### src/rtl/alu_seq_pkg.sv
// alu_seq_pkg
//   Shared types for the sequenced 4-bit ALU block.
//   op_e    : command op codes presented on in_op.
//   state_e : handshake sequencer states (IDLE -> EXEC -> RESP).
package alu_seq_pkg;

   typedef enum logic [1:0] {
      OP_ADD = 2'd0,
      OP_OR  = 2'd1,
      OP_AND = 2'd2,
      OP_CAT = 2'd3
   } op_e;

   typedef enum logic [1:0] {
      IDLE = 2'd0,
      EXEC = 2'd1,
      RESP = 2'd2
   } state_e;

endpackage

### src/rtl/alu_seq_ctrl_alu_core.sv
// alu_core
//   Purely combinational ALU: (a_i, b_i, op_i) -> 2W-bit zero-extended result.
//   Ports:
//     a_i      in  W    operand A
//     b_i      in  W    operand B
//     op_i     in  2    op code (op_e)
//     result_o out 2W   result
//   For OP_ADD the carry out of bit W-1 appears in result_o[W]; callers that
//   need a carry flag read it from there.
module alu_core
   import alu_seq_pkg::*;
#(
   parameter int W = 4
) (
   input  logic [W-1:0]   a_i,
   input  logic [W-1:0]   b_i,
   input  op_e            op_i,
   output logic [2*W-1:0] result_o
);

   logic [W:0] sum_s;

   assign sum_s = {1'b0, a_i} + {1'b0, b_i};

   // Result select; OR/AND are reductions producing a single flag bit.
   always_comb begin
      result_o = {(2*W){1'b0}};
      case (op_i)
         OP_ADD:  result_o = {{(W-1){1'b0}}, sum_s};
         OP_OR:   result_o = {{(2*W-1){1'b0}}, |(a_i | b_i)};
         OP_AND:  result_o = {{(2*W-1){1'b0}}, (&a_i) & (&b_i)};
         OP_CAT:  result_o = {a_i, b_i};
         default: result_o = {(2*W){1'b0}};
      endcase
   end

endmodule

### src/rtl/alu_seq_ctrl.sv
// alu_seq_ctrl
//   Sequencer around alu_core. Accepts one command per in_valid/in_ready
//   handshake, runs it against the accumulator (B = acc[W-1:0]), stores the
//   result in the accumulator and presents it on out_valid/out_ready.
//   Ports:
//     Clock       in   1   rising-edge clock
//     Resetn      in   1   asynchronous active-low reset
//     in_valid    in   1   command present
//     in_ready    out  1   high only in IDLE while out of reset
//     in_op       in   2   op code (op_e)
//     in_a        in   W   operand A
//     in_clr      in   1   command clears the accumulator
//     out_valid   out  1   out_result holds a new result
//     out_ready   in   1   downstream accepts result
//     out_result  out  2W  registered result
//     acc         out  2W  accumulator (debug/display)
//     sticky_cy   out  1   sticky ADD carry, only with ALU_CARRY_FLAG_EN
//   Build option: define ALU_CARRY_FLAG_EN to add the sticky carry flag.
module alu_seq_ctrl
   import alu_seq_pkg::*;
#(
   parameter int W = 4
) (
   input  logic           Clock,
   input  logic           Resetn,
   input  logic           in_valid,
   output logic           in_ready,
   input  op_e            in_op,
   input  logic [W-1:0]   in_a,
   input  logic           in_clr,
   output logic           out_valid,
   input  logic           out_ready,
   output logic [2*W-1:0] out_result,
   output logic [2*W-1:0] acc
`ifdef ALU_CARRY_FLAG_EN
   ,
   output logic           sticky_cy
`endif
);

   state_e         state_q, state_d;
   logic           idle_q, idle_d;
   logic           valid_q, valid_d;
   logic           accept_s, exec_s;
   op_e            cap_op_q;
   logic [W-1:0]   cap_a_q;
   logic           cap_clr_q;
   logic [2*W-1:0] acc_q, res_q;
   logic [2*W-1:0] alu_res_s, exec_res_s;

   // Ready is a registered IDLE flag, forced low while reset is asserted.
   assign in_ready   = idle_q & Resetn;
   assign out_valid  = valid_q;
   assign out_result = res_q;
   assign acc        = acc_q;

   // State register plus registered handshake flags.
   always_ff @(posedge Clock or negedge Resetn) begin
      if (!Resetn) begin
         state_q <= IDLE;
         idle_q  <= 1'b1;
         valid_q <= 1'b0;
      end else begin
         state_q <= state_d;
         idle_q  <= idle_d;
         valid_q <= valid_d;
      end
   end

   // Next-state logic.
   always_comb begin
      state_d = state_q;
      case (state_q)
         IDLE:    if (accept_s) state_d = EXEC; else state_d = IDLE;
         EXEC:    state_d = RESP;
         RESP:    if (valid_q && out_ready) state_d = IDLE; else state_d = RESP;
         default: state_d = IDLE;
      endcase
   end

   // Output/strobe decode; flags are looked ahead from state_d so they register cleanly.
   always_comb begin
      accept_s = in_valid & in_ready;
      exec_s   = (state_q == EXEC);
      idle_d   = (state_d == IDLE);
      valid_d  = (state_d == RESP);
   end

   alu_core #(.W(W)) u_alu_core (
      .a_i      (cap_a_q),
      .b_i      (acc_q[W-1:0]),
      .op_i     (cap_op_q),
      .result_o (alu_res_s)
   );

   assign exec_res_s = cap_clr_q ? {(2*W){1'b0}} : alu_res_s;

   // Command capture at the accept edge; inputs are ignored afterwards.
   always_ff @(posedge Clock or negedge Resetn) begin
      if (!Resetn) begin
         cap_op_q  <= OP_ADD;
         cap_a_q   <= {W{1'b0}};
         cap_clr_q <= 1'b0;
      end else if (accept_s) begin
         cap_op_q  <= in_op;
         cap_a_q   <= in_a;
         cap_clr_q <= in_clr;
      end else begin
         cap_op_q  <= cap_op_q;
         cap_a_q   <= cap_a_q;
         cap_clr_q <= cap_clr_q;
      end
   end

   // Accumulator and result update in the single EXEC cycle; held through RESP.
   always_ff @(posedge Clock or negedge Resetn) begin
      if (!Resetn) begin
         acc_q <= {(2*W){1'b0}};
         res_q <= {(2*W){1'b0}};
      end else if (exec_s) begin
         acc_q <= exec_res_s;
         res_q <= exec_res_s;
      end else begin
         acc_q <= acc_q;
         res_q <= res_q;
      end
   end

`ifdef ALU_CARRY_FLAG_EN
   logic cy_q;

   assign sticky_cy = cy_q;

   // Sticky carry: set by a carrying ADD, cleared only by a clear command.
   always_ff @(posedge Clock or negedge Resetn) begin
      if (!Resetn) begin
         cy_q <= 1'b0;
      end else if (exec_s && cap_clr_q) begin
         cy_q <= 1'b0;
      end else if (exec_s && (cap_op_q == OP_ADD) && alu_res_s[W]) begin
         cy_q <= 1'b1;
      end else begin
         cy_q <= cy_q;
      end
   end
`endif

endmodule

### config.mk
export PLATFORM = sky130hd
export DESIGN_NAME = alu_seq_ctrl
export DESIGN_NICKNAME = d
export VERILOG_FILES = /design/src/rtl/alu_seq_pkg.sv /design/src/rtl/alu_seq_ctrl_alu_core.sv /design/src/rtl/alu_seq_ctrl.sv
export SDC_FILE = /design/constraint.sdc
export NUM_CORES = 1
export LEC_CHECK = 0
export CAP_MARGIN = 20
export CORE_UTILIZATION = 49
export CTS_CLUSTER_DIAMETER = 200
export DETAILED_ROUTE_END_ITERATION = 10
export PLACE_DENSITY = 0.79
export SLEW_MARGIN = 20
export SYNTH_ARGS = -nofsm -noshare
export SYNTH_HDL_FRONTEND = slang
export SYNTH_HIERARCHICAL = 1
export SYNTH_SLANG_ARGS = --single-unit
### constraint.sdc
create_clock -name Clock -period 2.7 [get_ports Clock]
set_input_delay 0.54 -clock Clock [delete_from_list [all_inputs] [get_ports Clock]]
set_output_delay 0.54 -clock Clock [all_outputs]
set_load 0.02 [all_outputs]
# Word level (Yosys, flattened, before mapping)
# Index checks and enable logic that the tools add are counted.
# op_classes
addsub	1
multipliers	0
div	0
order_cmp	0
n_eq_ne	7
shifts	0
mux	5
n_bitwise	4
n_reduce_logical	8
# ops
operator	count
$pmux 8 s4	1
$eq 2x2->1 const B	4
$mux 8	1
$reduce_and 4->1	2
$logic_not 2->1	3
$pmux 2 s3	1
$add 4x4->5	1
$eq 2x1->1 const B	2
$or 4x4->4	1
$reduce_or 4->1	1
$and 1x1->1	3
$mux 2	1
$ne 2x2->1 const B	1
$reduce_and 2->1	1
$logic_and 1x1->1	1
$mux 1	1
# totals
reg_bits	19
latch_bits	0
ramBits	0
mem_bits_ro	0
input_bits	11
output_inout_bits	18
elab_cells	33
memories	0

# Longest topological paths before layout
# depth
word_depth	5
depth_mapped	7
ltp_nobuf	7

# Cells and area by module
# Netlist, hierarchy kept.
# by_module_without_submodules
module	instances	cells_each	area_per_inst_um2	seq_area_each_um2
alu_seq_ctrl	1	62	908.4	476.7
alu_core	1	46	329.1	0.0

# Least setup slack after synthesis
# No wires, ideal clock.
# synth_path
path_type	register to register
from	register acc_q[0] (netlist: acc[0])
to	register acc_q[4] (netlist: acc[4])
setup_time_ns	0.125
arrival_ns	1.868
required_ns	2.575
slack_ns	0.707
path_stages_with_launch	8
path_buffers	0
synth_period_minus_slack_ns	1.993
cell_sequence	dfrtp_1 > ha_1 > fa_1 > a21o_1 > a21oi_1 > o31ai_1 > and2b_1 > mux2_4
# synth_via
elab_chain_len	3
# synth_lines
element	line	source
from (decl)	alu_seq_ctrl.sv:48	logic [2*W-1:0] acc_q, res_q;
from (signal assigned)	alu_seq_ctrl.sv:118	acc_q <= {(2*W){1'b0}};
from (signal assigned)	alu_seq_ctrl.sv:121	acc_q <= exec_res_s;
from (signal assigned)	alu_seq_ctrl.sv:124	acc_q <= acc_q;
$add 4x4->5	alu_seq_ctrl_alu_core.sv:23	assign sum_s = {1'b0, a_i} + {1'b0, b_i};
$pmux 8 s4	alu_seq_ctrl_alu_core.sv:28	case (op_i)
named net alu_res_s[4]	alu_seq_ctrl.sv:49	logic [2*W-1:0] alu_res_s, exec_res_s;
$mux 8	alu_seq_ctrl.sv:96	assign exec_res_s = cap_clr_q ? {(2*W){1'b0}} : alu_res_s;
# The timed path passes the listed nets, and every way through them passes these cells.
# A chain may end at the register's enable or synchronous reset.

# Worst setup path in the final report
# layout_path
from	input port Resetn
to	output port in_ready
# layout_via
elab_chain_len	1
# layout_lines
element	line	source
from (decl)	alu_seq_ctrl.sv:25	input logic Resetn,
$and 1x1->1	alu_seq_ctrl.sv:52	assign in_ready = idle_q & Resetn;
to (decl)	alu_seq_ctrl.sv:27	output logic in_ready,
# Every way passes these cells.

==> impl_results.md <==
* CP peak stage delay at between 0.5 and 0.6 ns
* CP most frequent cell: clkdlybuf4s50_1
* Syn Nets at 128
* Worst Path Max Fanout at 2
* Gpl congestion at about 0.74
* Cell variety after synth at 31
* Fin nets at 150
* Worst setup startpoint: Resetn
* EDFF count, synth at 0
* Fmax at around 0.44 GHz
* Count leader, synth: dfrtp_1
* DR iter-0 viols at 10
* WL per Instance at 14.4 um
* CP Launch Type: primary input
* Clk Latency, worst-skew pair at 0.29 ns
* Largest net degree at the start of global routing at 21
* CTS tree: done
* Max-slew violations at 0
* Vias per cell at between 5 and 6
* Critical path required time at roughly 2.2 ns
* Pre-CTS WS at between 0.3 and 0.4 ns
* Global-route usage over all layers at about a fifth
* Post-DRT Antenna Nets at 0
* Fin cells at about 160
* First-pass GRT wire length at 3820 um
* Critical path depth at 3
* Worst hold path type: register to register
* Critical path's slowest cell: clkdlybuf4s50_1
* Placed cells at approximately 150
* Post-synth top cells: dfrtp_1, mux2_4, buf_4, inv_1, ha_1
* Pre-antenna DRT Iters at 4
* Drt total wl at between 2000 and 2500 um
* Post-CTS Setup Inserts at 0
* Number of global-route vias before repair at about 840
* I/O pin cnt at 29
* Fin Setup TNS at 0 ns
* Status: completed
* Register bit total from synthesis at 19
* Sink Count at 19
* Fillcell total at between 150 and 200
* Path type of the worst setup path: primary input to primary output
* Slew @ Worst Pin at ~0.49 ns
* Sequential fraction of the synthesis area at approximately 39%
* Post-synth top area share at between 30 and 40%
* Max Cap Viol at 0
* Number of port buffers at 28
* Final worst path period share at a little over four fifths
* Setup crit end: in_ready
* Drt drc at 0
* Area Growth Syn to Fin at 20.6%
* Worst r2r path cells at 7
* Setup WS post-layout at ~0.42 ns
* Synthesized instance count at 108
* Flop2flop setup slack at 0.59 ns
* Row cnt at 17
* Initial antenna violation count at 0
* CTS clk-pin slew, worst paths at 0.11 ns
* Post-synth ARST share at between 90% and 100%
* H-tree lvl count at 1
* Fin. Hold Viols at 0
* CTS Hold Buffers Added at 0
* Synth warn at 6
* CP cell instances: clkdlybuf4s50_1, and2_1, clkdlybuf4s50_1
* Die height at between 50 and 60 um
* Commonest register cell after synthesis: dfrtp_1
* Std-Cell Core Area at 2300 um^2
* Layout cells sized above 1 at between 15 and 20%
* Reg2reg end: acc[4]
* Placed Area at between 1000 and 1500 um^2
* Final Setup Violations at 0
* Main area contributors after synthesis: dfrtp_1, mux2_4, ha_1
* Peak VDD IR at between 600 and 700 uV
* Relative slew margins at approximately 67%
* Leakage at roughly 0.7 nW
* Tmin final at between 2 and 2.5 ns
* Clock Skew at 0.00440 ns
* Total grt overflow at 0
* Critical path's top delay family: buffers and inverters
* Sum of buffers and inverters on the critical path at 2
* Total vias in the final route at 835
* Power density of the placed cells at 1160 nW/um^2
* Clk root buf: clkbuf_4
* Critical path arrival at 1.74 ns
* Horiz. Die Dim at 52.3 um
* Post-CTS sizing at 0
* CTS Buffer Depth at 2
* Synth Area per Inst at about 11 um^2
* Die area at 2730 um^2
* Dpl hpwl at 1670 um
* Ant. Diodes at 0
* Crit path capture type: primary output
* Final instance area at between 1000 and 1500 um^2
* Area leader, netlist: dfrtp_1
* Initial core utilization at between 50% and 60%
* Synthesized cell area at about 1200 um^2
* TritonCTS Buffers at 3
* Critical R2R Launch: cap_a_q[0]
* RSZ-0062 raised after global routing: false
## worst reg2reg max path, stage by stage, from the launching register on
cell and delay (ns):
dfrtp_1 0.46, ha_1 0.27, fa_1 0.41, a21o_1 0.19
a21oi_1 0.17, o31ai_1 0.08, and2b_1 0.17, mux2_4 0.25
## how the worst min path moves through the flow
stage | start | to | slack [ns] | cells past startpoint
2_1_floorplan | Resetn | acc[0] | 0.24 | 0
3_3_place_gp | acc[5] | acc[5] | 0.52 | 1
3_5_place_dp | acc[6] | acc[6] | 0.53 | 1
4_1_cts | acc[6] | acc[6] | 0.56 | 1
5_1_grt | acc[7] | acc[7] | 0.58 | 1
6_report | acc[6] | acc[6] | 0.55 | 1
## flip-flops by register name, summed over array words and instances, names as in the netlist
name / flops
acc: 8
cap_a_q: 4
cap_clr_q: 1
cap_op_q: 2
idle_q: 1
out_valid: 1
state_q: 2
## cells by family after synthesis
logic type	count (synthesis)	share of synthesized area, %
simple gates	30	15.2
buf+inv	21	10.3
flops	19	38.5
mux	15	17.9
compound gates	13	7.69
fa+ha+maj	9	9.71
xor+xnor	1	0.708
## layer usage
metal	track usage [%]	vias up	routed length, um
met2	33.5	24	1120
li1	-	403	-
met5	0	-	0
met3	2.61	2	70
met1	24.3	406	1050
met4	7.46	0	15
## stage by stage
stage | hold slack, ns | power, mW | util, %
6_report | 0.547 | 1.74 | 65.0
2_1_floorplan | 0.244 | 1.31 | -
4_1_cts | 0.556 | 1.75 | 65.0
5_1_grt | 0.575 | 1.87 | 65.0
3_3_place_gp | 0.520 | 1.56 | 63.8
3_5_place_dp | 0.526 | 1.60 | 63.8
## cell usage in the layout (no fill, tap or decap), types with 4 or more instances in the layout
cell,count
inv_1,9
and3_1,4
clkdlybuf4s50_1,28
dfrtp_1,18
nor2b_1,4
a21oi_1,4
mux2_4,14
and2b_1,5
nand2_1,4
ha_1,8
## power breakdown
group	total (mW)	switching, mW	internal [mW]
Sequential	0.620	0.204	0.415
Combinational	0.973	0.423	0.550
Clock	0.144	0.0869	0.0574
Total	1.74	0.714	1.02
## final cells by class
class / instances / area, um^2 / area share (%)
multi-input combinational: 68 / 633 / 42.4
sequential: 19 / 477 / 31.9
timing repair buffer: 29 / 288 / 19.3
tap: 28 / 35.0 / 2.35
inverter: 9 / 33.8 / 2.26
clock buffer: 4 / 26.3 / 1.76
(Power assumes the default switching activity.)
